[config.mk]
export PLATFORM = sky130hd
export DESIGN_NAME = receiver
export DESIGN_NICKNAME = d
export VERILOG_FILES = /design/src/rtl/uart_pkg.sv /design/src/rtl/sync_2ff.sv /design/src/rtl/receiver.sv
export SDC_FILE = /design/constraint.sdc
export NUM_CORES = 1
export LEC_CHECK = 0
export BUFFER_PORTS_ARGS = -buffer_cell sky130_fd_sc_hd__buf_4
export CAP_MARGIN = 15
export CORE_AREA = 2 2 73 75
export CTS_BUF_LIST = sky130_fd_sc_hd__clkbuf_8
export CTS_CLUSTER_DIAMETER = 50
export DETAILED_ROUTE_END_ITERATION = 10
export DIE_AREA = 0 0 75 77
export PLACE_DENSITY_LB_ADDON = 0.3
export SLEW_MARGIN = 10
export SYNTH_ARGS = -nofsm -noshare
export SYNTH_HDL_FRONTEND = slang
export SYNTH_SLANG_ARGS = --single-unit
export TNS_END_PERCENT = 10
[constraint.sdc]
create_clock -name clk -period 1.65 [get_ports clk]
set_clock_uncertainty 0.15 [all_clocks]
set_input_delay 0 -clock clk [delete_from_list [all_inputs] [get_ports clk]]
set_output_delay 0 -clock clk [all_outputs]
set_load 0.02 [all_outputs]
[src/rtl/uart_pkg.sv]
// UART shared types: FSM state encoding used by
// both the receiver and the transmitter.
package uart_pkg;

  typedef enum logic [1:0] {
    IDLE,
    START_BIT,
    DATA_BITS,
    STOP_BIT
  } state_t;

endpackage

[src/rtl/sync_2ff.sv]
// Two-flop synchronizer for an asynchronous
// single-bit input; resets to 0.
module sync_2ff (
  input  logic clk,
  input  logic rst_n,
  input  logic d,
  output logic q
);

  logic meta;

  always_ff @(posedge clk or negedge rst_n) begin
    if (!rst_n) begin
      meta <= 1'b0;
      q    <= 1'b0;
    end else begin
      meta <= d;
      q    <= meta;
    end
  end

endmodule

[src/rtl/receiver.sv]
// 8N1 UART receiver with mid-bit sampling, a one-byte
// holding register, framing-error and overrun pulses.
module receiver
  import uart_pkg::*;
#(
  parameter int BAUD       = 115200,
  parameter int CLOCK_FREQ = 25_500_000
) (
  input  logic       clk,
  input  logic       rst_n,
  input  logic       rxd,
  output logic [7:0] data_out,
  output logic       valid,
  input  logic       ready,
  output logic       busy,
  output logic       framing_err,
  output logic       overrun
);

  localparam int BIT_PERIOD = CLOCK_FREQ / BAUD;
  localparam int HALF = BIT_PERIOD / 2;
  localparam int CW = $clog2(BIT_PERIOD);
  localparam logic [CW-1:0] BIT_LAST =
    CW'(BIT_PERIOD - 1);
  localparam logic [CW-1:0] HALF_LAST =
    CW'(HALF - 1);

  state_t         state;
  logic [CW-1:0]  baud_cnt;
  logic [2:0]     bit_idx;
  logic [7:0]     shift;
  logic           rxd_s;
  logic           rxd_prev;
  logic           deliver;

  sync_2ff u_sync (
    .clk   (clk),
    .rst_n (rst_n),
    .d     (rxd),
    .q     (rxd_s)
  );

  assign busy = (state != IDLE);

  always_ff @(posedge clk or negedge rst_n) begin
    if (!rst_n) rxd_prev <= 1'b0;
    else        rxd_prev <= rxd_s;
  end

  always_ff @(posedge clk or negedge rst_n) begin
    if (!rst_n) begin
      state       <= IDLE;
      baud_cnt    <= '0;
      bit_idx     <= '0;
      shift       <= '0;
      deliver     <= 1'b0;
      framing_err <= 1'b0;
    end else begin
      deliver     <= 1'b0;
      framing_err <= 1'b0;
      unique case (state)
        IDLE: begin
          baud_cnt <= '0;
          bit_idx  <= '0;
          if (rxd_prev && !rxd_s) state <= START_BIT;
        end
        // re-check the start bit mid-way to reject glitches
        START_BIT: begin
          if (baud_cnt == HALF_LAST) begin
            baud_cnt <= '0;
            state    <= rxd_s ? IDLE : DATA_BITS;
          end else begin
            baud_cnt <= baud_cnt + 1'b1;
          end
        end
        DATA_BITS: begin
          if (baud_cnt == BIT_LAST) begin
            baud_cnt       <= '0;
            shift[bit_idx] <= rxd_s;
            bit_idx        <= bit_idx + 3'd1;
            if (bit_idx == 3'd7) state <= STOP_BIT;
          end else begin
            baud_cnt <= baud_cnt + 1'b1;
          end
        end
        STOP_BIT: begin
          if (baud_cnt == BIT_LAST) begin
            baud_cnt <= '0;
            state    <= IDLE;
            if (rxd_s) deliver     <= 1'b1;
            else       framing_err <= 1'b1;
          end else begin
            baud_cnt <= baud_cnt + 1'b1;
          end
        end
        default: state <= IDLE;
      endcase
    end
  end

  // holding register: a byte landing on a full,
  // unconsumed register is dropped
  always_ff @(posedge clk or negedge rst_n) begin
    if (!rst_n) begin
      data_out <= 8'h00;
      valid    <= 1'b0;
      overrun  <= 1'b0;
    end else begin
      overrun <= 1'b0;
      if (deliver) begin
        if (!valid || ready) begin
          data_out <= shift;
          valid    <= 1'b1;
        end else begin
          overrun <= 1'b1;
        end
      end else if (valid && ready) begin
        valid <= 1'b0;
      end
    end
  end

endmodule

==> summary.txt <==
Route
  • Via count: 1200
  • Drt pass-1 iters: 4
  • Routed WL per cell: 13.52 um
  • Drt drc: 0
  • Final ANT Viol Nets: 0
  • WL final: 3.313 mm
  • Initial drt markers: 66
  • Vias/cell: 4.898

Global route
  • Pin count of the biggest net entering global routing: 37
  • First-pass GRT wire length: 5.533 mm
  • Overall global routing resource usage: 0.1284
  • Global route overflow: 0
  • Antenna violations before repair: 0
  • Vias in the first global route: 1224

STA
  • Setup Viol. Count Final: 3
  • Tcrit/Tclk final: 1.028
  • Max Fclk: 589.6 MHz
  • Slew headroom: 0.6907
  • Setup ws final: -46.17 ps
  • Endpoints failing hold: 0
  • Slew @ Worst Pin: about 460 ps
  • Pins over their slew limit: 0
  • Fin crit period: approximately 1700 ps
  • RSZ-0062 raised after global routing: true

Critical path
  • R2R depth: 6
  • Crit Path Category: register to register
  • CP required: 1680 ps
  • Worst r2r src: baud_cnt[1]
  • CP arrival: 1720 ps
  • Max FO, Critical Path: 10
  • Worst setup EP type: register
  • Reg2reg setup slack: -50 ps
  • Startpoint Class: register
  • End point of the critical path: shift[3]
  • Critical path origin: baud_cnt[1]
  • Reg2reg end: shift[3]

Clock tree
  • Num CTS Buffers: 5
  • CTS Root Cell: clkbuf_8
  • CTS tree: built
  • Clock buffer depth: 2
  • Clk pin slew, worst setup/hold paths: 70 ps
  • H-tree depth: 2
  • Setup bufs post-CTS: 0
  • Worst-skew pair later-pin latency: 290 ps
  • CTS Sinks: 36

Floorplanning
  • Core box area: 0.004977 mm2
  • # IOs: 16
  • Initial core utilization: 0.3396
  • Die area: 0.005775 mm2
  • Die Y: 77 um
  • Die X: about 75 um
  • FP Rows: 26

Logic synthesis
  • Commonest cells in the netlist: dfrtp_1 (36), nand2_1 (12), mux2_2 (9)
  • FFs w/ async S/R, synth: 1.000
  • Most numerous cell in the Yosys netlist: dfrtp_1
  • Avg Cell Area, Syn: between 10 and 15 um2
  • Yosys Warn Count: 0
  • Seq/Total Area, Yosys: 0.5329
  • Synthesized area: ~0.0017 mm2
  • Yosys top cell area share: 0.5329
  • Largest area contributor in the synthesized netlist: dfrtp_1
  • Yosys reg bits: 36
  • Leading post-synthesis cells by cell area: dfrtp_1 (53%), mux2_2 (6.0%), mux2_1 (4.7%), ha_1 (3.7%), nand4_1 (3.0%)
  • Ys flop type: dfrtp_1
  • Syn_nets: around 150
  • Post-synth EDFFs: 0
  • Distinct cells, synth: 41
  • Syn Inst Count: 142

Power and ir drop
  • Total leakage power: about 1 nW
  • Pwr/cell area: between 1000 and 1500 mW/mm2
  • Worst vdd ir: 864.2 uV
  • Total power: 2.443 mW

Layout
  • # nets final: 183
  • Reg area: roughly 900 um2
  • Multi-input combinational cell area: 788.3 um2
  • Final std cells w/o fill: roughly 250
  • Core Util, Final: 0.4336
  • Fillers: 482
  • Inserted Diodes: 0
  • Area growth syn-to-layout: 27.68%
  • Share of cells above drive strength 1: 0.3486
  • Fin area: 0.002158 mm2

Placement
  • IO buf count: 15
  • Dpl hpwl: approximately 2.2 mm
  • Placed insts: 234
  • RD Place Congestion: 0.7820
  • Area of placed instances: 0.001967 mm2

Min path
  • Worst Hold Class: primary input to asynchronous set/reset pin

Run status
  • Status: complete, but fails checks
  • Failing checks: negative setup slack

Run
  • Max-cap violations: 0
[through the flow]
step / setup slack (ps) / hold slack, ps / TNS [ps]
3_5_place_dp: -117.7 / -163.2 / -1069
4_1_cts: -21.24 / 63.97 / -21.24
6_report: -46.17 / 50.19 / -63.66
3_3_place_gp: -39.94 / -170.8 / -233.9
2_1_floorplan: -23.43 / -445.6 / -149.4
5_1_grt: -122.3 / 114.2 / -518.0
[power breakdown]
part	leakage [nW]	total (mW)	internal, mW	switching [mW]
combinational	0.493	0.582	0.279	0.303
clock	0.0593	0.766	0.442	0.324
sequential	0.478	1.09	0.976	0.119
total	1.03	2.44	1.70	0.746
[what timing repair did]
item,4_1_cts,5_1_grt
resized for setup,7,7
hold buffers,3,0
setup endpoints to repair,17,14
hold endpoints to repair,39,0
gates cloned,0,0
pin swaps,0,1
[kinds of logic (layout without fill, tap and decap cells)]
family	after synthesis	count (layout)	share of synthesized area
flip-flops	36	36	0.5329
adder cells (fa/ha/maj)	5	5	0.03701
AND/OR/NAND/NOR	49	49	0.1902
buffers and inverters	13	46	0.03775
AO/OA/AOI/OAI	20	20	0.07995
XOR/XNOR	3	3	0.01555
multiplexers	16	16	0.1066
[placed cells by master (no fill, tap or decap), types with 2 or more instances in the layout]
cell / instances
mux2_2: 9
nand4_1: 8
buf_4: 28
dlygate4sd3_1: 3
and4b_1: 2
o21ai_0: 2
xor2_1: 2
inv_2: 2
a22oi_1: 3
nor4_2: 2
or4_1: 2
ha_1: 4
mux2_4: 3
dfrtp_1: 36
nor3_1: 3
nand4bb_1: 2
or3_1: 2
nand2b_1: 2
nand2_1: 12
nand3_1: 2
nor2_1: 2
o211ai_1: 2
a21oi_1: 6
mux2_1: 4
inv_1: 5
clkbuf_8: 5
[sequential cells by signal, indices dropped and copies added (netlist names), named ones only]
signal / flops
baud_cnt: 8
data_out: 8
shift: 8
bit_idx: 3
deliver: 1
framing_err: 1
overrun: 1
rxd_prev: 1
state: 1
u_sync.meta: 1
u_sync.q: 1
valid: 1
[how the worst min path moves through the flow]
stage | to | slack, ps | cells after the start
finish | data_out[2] | 50 | 2
global route | state[0] | 110 | 2
CTS | data_out[3] | 60 | 2
detailed placement | data_out[3] | -160 | 1
global placement | data_out[2] | -170 | 1
floorplan | asynchronous set/reset pin | -450 | 0
[per-layer routing]
metal  up-vias  global-route usage  wire, um
met1       588              0.1599      1508
met5         -                   0         0
met2        22              0.2018      1625
met3         7             0.03548       109
met4         0             0.06071        70
li1        583                   -         -
[layout make-up]
class / count / area share
well taps: 70 / 0.04058
repair buffers: 32 / 0.1165
flip-flops and latches: 36 / 0.4174
inverters: 6 / 0.01043
clock buffers: 5 / 0.03188
clock inverters: 3 / 0.01797
multi-input cells: 93 / 0.3652
[critical path: stages (launching register included)]
cell,delay [ps]
dfrtp_1,390
inv_2,80
ha_4,140
and4b_1,200
buf_6,140
nand4_1,140
mux2_4,340
No activity file was read; power rests on OpenSTA's default activity.
